[config.mk]
export PLATFORM = sky130hd
export DESIGN_NAME = cpu_step_ctrl
export DESIGN_NICKNAME = d
export VERILOG_FILES = /design/src/rtl/cpu_step_ctrl.sv
export SDC_FILE = /design/constraint.sdc
export NUM_CORES = 1
export LEC_CHECK = 0
export ABC_AREA = 1
export ABC_CLOCK_PERIOD_IN_PS = 7600
export CAP_MARGIN = 30
export CORE_AREA = 2 2 97 99
export CTS_CLUSTER_SIZE = 40
export DETAILED_ROUTE_END_ITERATION = 8
export DIE_AREA = 0 0 99 101
export HOLD_SLACK_MARGIN = 0.15
export PLACE_DENSITY = 0.78
export SLEW_MARGIN = 20
export SYNTH_ARGS = -nofsm -noshare
export SYNTH_HDL_FRONTEND = slang
export SYNTH_SLANG_ARGS = --single-unit
[constraint.sdc]
create_clock -name iclk -period 7.6 [get_ports iclk]
set_input_delay 1.14 -clock iclk [delete_from_list [all_inputs] [get_ports iclk]]
set_output_delay 1.14 -clock iclk [all_outputs]
set_load 0.005 [all_outputs]
[src/rtl/cpu_step_ctrl.sv]
// Clock-enable sequencer for the MIPS core: free-run at four rates, debounced single-step, halt.
// Optional breakpoint support is enabled by defining CPU_STEP_BREAKPOINT_EN.
//
// state   | meaning
// HALT    | core stopped; waits for run_sw or a debounced step press
// STEP    | single cpu_en strobe for a button press, then back to HALT
// RUN     | free-run; cpu_en every DIV[div_sel] cycles
module cpu_step_ctrl #(
    parameter int DIV0     = 50_000_000,
    parameter int DIV1     = 12_500_000,
    parameter int DIV2     = 1_250_000,
    parameter int DIV3     = 1,
    parameter int DEBOUNCE = 500_000,
    parameter int CNT_W    = 32
) (
    input  logic        iclk,
    input  logic        reset,
    input  logic        run_sw,
    input  logic        step_btn,
    input  logic [1:0]  div_sel,
`ifdef CPU_STEP_BREAKPOINT_EN
    input  logic [31:0] pc,
    input  logic [31:0] bp_addr,
    input  logic        bp_valid,
    output logic        bp_hit,
`endif
    output logic        cpu_en,
    output logic        halted,
    output logic [15:0] step_count
);

    localparam logic [1:0] ST_HALT = 2'd0;
    localparam logic [1:0] ST_STEP = 2'd1;
    localparam logic [1:0] ST_RUN  = 2'd2;

    localparam logic [CNT_W-1:0] DB_LAST = CNT_W'(DEBOUNCE - 1);
    localparam logic [CNT_W-1:0] CNT_ONE = CNT_W'(1);

    logic             sync1_q, sync2_q;
    logic             db_level_q, db_level_d;
    logic             db_prev_q;
    logic [CNT_W-1:0] db_cnt_q, db_cnt_d;
    logic             step_req;

    logic [1:0]       state_q, state_d;
    logic [CNT_W-1:0] cnt_q, cnt_d;
    logic [CNT_W-1:0] div_last;
    logic             cpu_en_q, cpu_en_d;
    logic             halted_q, halted_d;
    logic [15:0]      step_count_q, step_count_d;
    logic             bp_stop;
    logic             run_ok;

    // Debounced level only follows the synchronized button after DEBOUNCE differing cycles.
    always_comb begin
        db_level_d = db_level_q;
        db_cnt_d   = '0;
        if (sync2_q != db_level_q) begin
            if (db_cnt_q >= DB_LAST) begin
                db_level_d = sync2_q;
            end else begin
                db_cnt_d = db_cnt_q + CNT_ONE;
            end
        end
    end

    assign step_req = db_level_q & ~db_prev_q;

    always_comb begin
        case (div_sel)
            2'd0:    div_last = CNT_W'(DIV0 - 1);
            2'd1:    div_last = CNT_W'(DIV1 - 1);
            2'd2:    div_last = CNT_W'(DIV2 - 1);
            default: div_last = CNT_W'(DIV3 - 1);
        endcase
    end

    always_comb begin
        state_d  = state_q;
        cnt_d    = cnt_q;
        cpu_en_d = 1'b0;
        case (state_q)
            ST_HALT: begin
                if (run_sw && run_ok) begin
                    state_d = ST_RUN;
                    cnt_d   = '0;
                end else if (step_req) begin
                    state_d  = ST_STEP;
                    cpu_en_d = 1'b1;
                end
            end
            ST_STEP: state_d = ST_HALT;
            ST_RUN: begin
                // Stop takes priority over a coincident terminal count.
                if (!run_sw) begin
                    state_d = ST_HALT;
                    cnt_d   = '0;
                end else if (cnt_q >= div_last) begin
                    cnt_d = '0;
                    if (bp_stop) begin
                        state_d = ST_HALT;
                    end else begin
                        cpu_en_d = 1'b1;
                    end
                end else begin
                    cnt_d = cnt_q + CNT_ONE;
                end
            end
            default: begin
                state_d = ST_HALT;
                cnt_d   = '0;
            end
        endcase
        halted_d     = (state_d != ST_RUN);
        step_count_d = step_count_q + {15'd0, cpu_en_d};
    end

`ifdef CPU_STEP_BREAKPOINT_EN
    logic first_tc_q, first_tc_d;
    logic armed_q, armed_d;
    logic bp_hit_q, bp_hit_d;
    logic run_tc;

    assign run_tc  = (state_q == ST_RUN) && run_sw && (cnt_q >= div_last);
    assign bp_stop = bp_valid && (pc == bp_addr) && !first_tc_q;
    assign run_ok  = armed_q;

    // The first terminal count after entering RUN is exempt so the core can step past a breakpoint.
    always_comb begin
        first_tc_d = first_tc_q;
        armed_d    = armed_q;
        bp_hit_d   = bp_hit_q;
        if (!run_sw) begin
            armed_d = 1'b1;
        end
        if (state_q != ST_RUN && state_d == ST_RUN) begin
            first_tc_d = 1'b1;
            bp_hit_d   = 1'b0;
        end
        if (state_d == ST_STEP) begin
            bp_hit_d = 1'b0;
        end
        if (run_tc) begin
            first_tc_d = 1'b0;
            if (bp_stop) begin
                bp_hit_d = 1'b1;
                armed_d  = 1'b0;
            end
        end
    end

    always_ff @(posedge iclk) begin
        if (reset) begin
            first_tc_q <= 1'b1;
            armed_q    <= 1'b1;
            bp_hit_q   <= 1'b0;
        end else begin
            first_tc_q <= first_tc_d;
            armed_q    <= armed_d;
            bp_hit_q   <= bp_hit_d;
        end
    end

    assign bp_hit = bp_hit_q;
`else
    assign bp_stop = 1'b0;
    assign run_ok  = 1'b1;
`endif

    always_ff @(posedge iclk) begin
        if (reset) begin
            sync1_q      <= 1'b0;
            sync2_q      <= 1'b0;
            db_level_q   <= 1'b0;
            db_prev_q    <= 1'b0;
            db_cnt_q     <= '0;
            state_q      <= ST_HALT;
            cnt_q        <= '0;
            cpu_en_q     <= 1'b0;
            halted_q     <= 1'b1;
            step_count_q <= '0;
        end else begin
            sync1_q      <= step_btn;
            sync2_q      <= sync1_q;
            db_level_q   <= db_level_d;
            db_prev_q    <= db_level_q;
            db_cnt_q     <= db_cnt_d;
            state_q      <= state_d;
            cnt_q        <= cnt_d;
            cpu_en_q     <= cpu_en_d;
            halted_q     <= halted_d;
            step_count_q <= step_count_d;
        end
    end

    assign cpu_en     = cpu_en_q;
    assign halted     = halted_q;
    assign step_count = step_count_q;

endmodule

== After elaboration in Yosys (flattened, before gate mapping) ==
Cells that the tools add are included.
Storage, ports and cells
  input port bits: 6
  output and inout bits: 18
  flip-flop bits (word level): 88
Operators by class
  equal/unequal tests: 7
  magnitude comparators: 2
  reduce and logical (&&, ||, !) cells: 5
  add/subtract/negate cells: 3
  bitwise gates (word level): 4
  mux-type cells: 14
Operators by type and width (number)
  $mux W32: 3
  $pmux W32 S3: 1
  $pmux W26 S3: 1
  $add A32 B1 Y32 const B: 2
  $ge A32 B19 Y1 const B: 1
  $ge A32 B32 Y1: 1
  $add A16 B1 Y16: 1
  $mux W2: 3
  $eq A2 B1 Y1 const B: 2
  $eq A2 B2 Y1 const B: 2
  $logic_not A2 Y1: 2
  $mux W1: 4
  $ne A2 B2 Y1 const B: 2
  $pmux W2 S2: 1
  $reduce_and A2 Y1: 2
  $not A1 Y1: 3
  $reduce_or A3 Y1: 1
  $pmux W1 S2: 1
  $and A1 B1 Y1: 1
  $ne A1 B1 Y1: 1

== Logic depth before layout (Yosys ltp) ==
  depth after elaboration: 7
  mapped depth: 25
  mapped depth without buffers: 25

== Least setup slack after synthesis ==
Ideal clock, no wire load.
  path kind: input-to-reg
  start point: in div_sel[1]
  end point: reg step_count_q[14], in the netlist step_count[14]
  arrival time: 3.679 ns
  data required time: 7.469 ns
  buffers on the path: 1
  slack: 3.789 ns
  stages on the path: 18
  cell sequence: dlygate4sd1_1 -> ha_1 -> nand3_1 -> nand3b_4 -> nor3_1 -> nand2_2 -> nand2_1 -> nand2_1 -> nand2_1 -> ha_1 -> ha_1 -> nand3_1 -> nor2_1 -> nand3_1 -> nor2_1 -> nand4_1 -> nor3_1 -> nor3_1
On the way
  word-level cells in the longest chain between the ends: 7
RTL lines
  start: declaration: RTL line 20  | input logic [1:0] div_sel,
  $eq A2 B2 Y1 (tied with other cells): RTL line 70  | case (div_sel)
  $pmux W26 S3 (*): RTL line 70
  $ge A32 B32 Y1 (*): RTL line 98  | end else if (cnt_q >= div_last) begin
  $mux W1 (*): RTL line 98
  $mux W1 (*): RTL line 95  | if (!run_sw) begin
  $pmux W1 S2 (*): RTL line 82  | case (state_q)
  named net cpu_en_d: RTL line 48  | logic cpu_en_q, cpu_en_d;
  $add A16 B1 Y16 (*): RTL line 115  | step_count_d = step_count_q + {15'd0, cpu_en_d};
  end signal: assignment: RTL line 192  | step_count_q <= step_count_d;
  end: declaration: RTL line 50  | logic [15:0] step_count_q, step_count_d;
The timed path passes the listed nets; every way through them passes the cells marked *.
A chain may end at the register's enable or synchronous reset.

== Worst setup path in the final report ==
Same ends and word-level chain as after synthesis.

==> impl_metrics.ini <==
[setup_path]
cp.required_ns = 7.83
crit_arrival_ns = 5.10
slowest_stage = clkdlybuf4s50_1
rr_worst_depth = 17
crit_top_cell = nand2_1
critPathKind = primary input to register
slowest_delay_ns = 0.66
crit_fanout = 28
path_delay_family = simple AND/OR/NAND/NOR gates
endpoint_kind = register
critPathBufInv = 2
crit_chain = clkdlybuf4s50_1, inv_1, nand2_1, ha_1, nand3_1, nand3b_4, nor3_1, nand2_2, nand2_1, nand2_1, nand2_1, ha_1, ha_1, nand3_1, nor2_1, nand3_1, nor2_1, nand4_1, nor3_1, nor3_1
start_kind = primary input
path_depth = 20

[job]
maxCapViolCount = 0

[logic_synthesis]
ys_seq_elements = 88
yosysSeqAreaShare_pct = 37.0
syn_inst = 693
synth_xor_area_share_pct = 6.07
synth_mux_area_share_pct = 0
synthSimpleGateAreaFrac_pct = 34.7
synth-warning-count = 0
synthAdderAreaFrac_pct = 5.78
synth_compound_area_share_pct = 6.54
syn_area_mm2 = 0.00476
async_flop_share_pct = 0
ys.flop_type = dfxtp_1
synth_top_family_by_area = simple AND/OR/NAND/NOR gates
synth-edff-count = 0
syn_area_per_cell_um2 = 6.87
synthDistinctLibCells = 36

[timing]
fin_worst_skew_ns = 0.0150
drv_slew = 0
min_period_ns = 4.88
setup_viol = 0
setup_tns_ns = 0
rsz0062_at_grt = no
tightest_slew_ns = 0.925
hold_viol_final = 0
max_clock_freq_mhz = 205
maxSlewHeadroom_pct = 38.3
period_share_pct = 64.2

[die]
core_mm2 = 0.00898
rows = 35
die_x_um = 99
pin_count = 24
die_h_um = 101
initial_core_util_pct = 53.0
die_area_mm2 = 0.0100

[grt]
antenna_found_initial = 0
grt_max_degree = 51
grt-ovfl-total = 0
grt_use_total_pct = 22.2
grt_pass1_wl_mm = 18.1
grt_pass1_vias = 3977

[placement]
dpl.hpwl_mm = 7.76
place_congestion = 0.963
dp_cells = 824
port-buffer-count = 23

[drt]
detail_route.first_pass.iterations = 5
vias_per_cell = 5.12
postRouteAntennaNets = 0
via_count = 4301
drt_iter0_drc = 227
routed_wl_mm = 10.6
post-route-drc-count = 0
wire_per_inst_um = 12.7

[clock_tree]
clkTransAtPathRegs_ns = 0.09
cts_setup_buffers = 0
ctsResizeCount = 0
clockBufferDepth = 2
numCtsBuffers = 9
cts_tree = yes
root_buffer = clkbuf_8
htreeDepth = 3
clk_latency_ns = 0.37
ctsHoldBuffers = 0
clock-sinks = 88

[finish]
area_delta_synth_final_pct = 11.5
stdcell_count = 840
nets = 752
antennaDiodeCount = 0
drive_gt1_share_pct = 4.94

[min_path]
hold_depth = 2
hold_class = register to register

[power]
peakVddDrop_mv = 0.140
p_leak_nw = 2.26
powerDensity_mw_per_mm2 = 164

[run_status]
outcome = finished clean
## sequential cells by signal, indices dropped and copies added (netlist names), 2 cells and up
register / flops
state_q: 2
cnt_q: 32
db_cnt_q: 32
step_count: 16
## cells in the final DEF, fill, tap and decap left out
cell	synthesis	final
clkinv_2	0	1
clkinv_4	1	2
nor2_1	102	102
clkbuf_8	0	9
nand4_1	31	31
xor2_1	20	20
inv_8	0	1
nand3_1	34	34
o21a_1	2	2
nor4_1	3	3
nand2_1	183	183
a31oi_1	1	1
a21o_1	1	1
clkinvlp_4	0	1
inv_1	94	94
o21ai_0	6	6
inv_2	1	1
nor2_4	1	1
nand2_4	2	2
dfxtp_1	88	88
nor2_2	4	4
clkdlybuf4s50_1	0	22
nor3_1	18	18
nand4_2	1	1
a21oi_4	1	1
a211oi_1	1	1
buf_8	0	1
a21oi_2	1	1
o21ba_2	1	1
nand2_2	3	3
ha_1	22	22
o2111ai_2	1	1
nand3b_4	1	1
conb_1	1	13
a21oi_1	39	39
xnor2_1	13	13
bufinv_16	0	2
inv_6	0	1
buf_2	3	1
## where the power goes
| part | switching (mW) | leakage (nW) | internal [mW] | total [mW] |
|---|---|---|---|---|
| Combinational | 0.0237 | 1.43 | 0.0104 | 0.0340 |
| Clock | 0.179 | 0.112 | 0.188 | 0.367 |
| Sequential | 0.00230 | 0.715 | 0.466 | 0.468 |
## kinds of logic (layout without fill, tap and decap cells)
| family | Yosys count | count (layout) |
|---|---|---|
| AND/OR/NAND/NOR | 383 | 383 |
| buffers and inverters | 112 | 136 |
| flip-flops | 88 | 88 |
| AO/OA/AOI/OAI | 54 | 54 |
| XOR/XNOR | 33 | 33 |
| adder cells (fa/ha/maj) | 22 | 22 |
| other | 1 | 13 |
## per-stage QoR
| stage | util, % | hold WS (ns) | setup WS, ns | power [mW] | area (µm²) |
|---|---|---|---|---|---|
| after CTS | 59.1 | 0.409 | 2.75 | 0.876 | 5310 |
| after global routing | 59.1 | 0.426 | 2.25 | 0.898 | 5310 |
| after global placement | 56.5 | 0.391 | 2.54 | 0.510 | 5070 |
| after detailed placement | 56.6 | 0.396 | 2.38 | 0.513 | 5080 |
| after floorplan | - | 0.388 | 3.79 | 0.503 | 4810 |
| final | 59.1 | 0.409 | 2.72 | 0.870 | 5310 |
## final timing paths
| check | startpoint | end | slack (ns) |
|---|---|---|---|
| setup / recovery | div_sel[1] | step_count[14] | 2.72 |
| hold / removal | sync1_q | sync2_q | 0.41 |
| setup reg to reg | cnt_q[23] | step_count[14] | 4.02 |
| hold reg to reg | sync1_q | sync2_q | 0.41 |
## worst min-delay path: stages (launching register included)
cell,delay (ns)
dfxtp_1,0.31
inv_1,0.04
nor2_1,0.03
## layer usage
layer	vias up	global-route usage [%]	share of wire, %
li1	2243	-	-
met1	1954	28.3	45
met2	85	37.9	48
met3	19	3.12	4.6
met4	0	8.64	2.1
met5	-	0	0
## synthesized netlist by cell type, drive strengths merged (2+ instances only)
cell type  instances  area share [%]
nor2             107             8.8
inv               95             7.5
o21a               2            0.32
o21ai              6            0.63
nor4               3            0.39
buf               10             1.6
nand3             34             3.6
nand2            188              15
clkbuf             5            0.39
xnor2             13             2.4
nor3              18             1.9
xor2              20             3.7
a21oi             41             4.6
nand4             32             4.3
ha                22             5.8
dfxtp             88              37
## final cells by class
class	count	area, µm²
inverters	96	365
clock inverters	7	101
repair buffers	24	240
fillers	816	3670
multi-input cells	505	2580
flip-flops and latches	88	1760
clock buffers	9	124
well taps	111	139
Power figures use the tool's default switching activity.
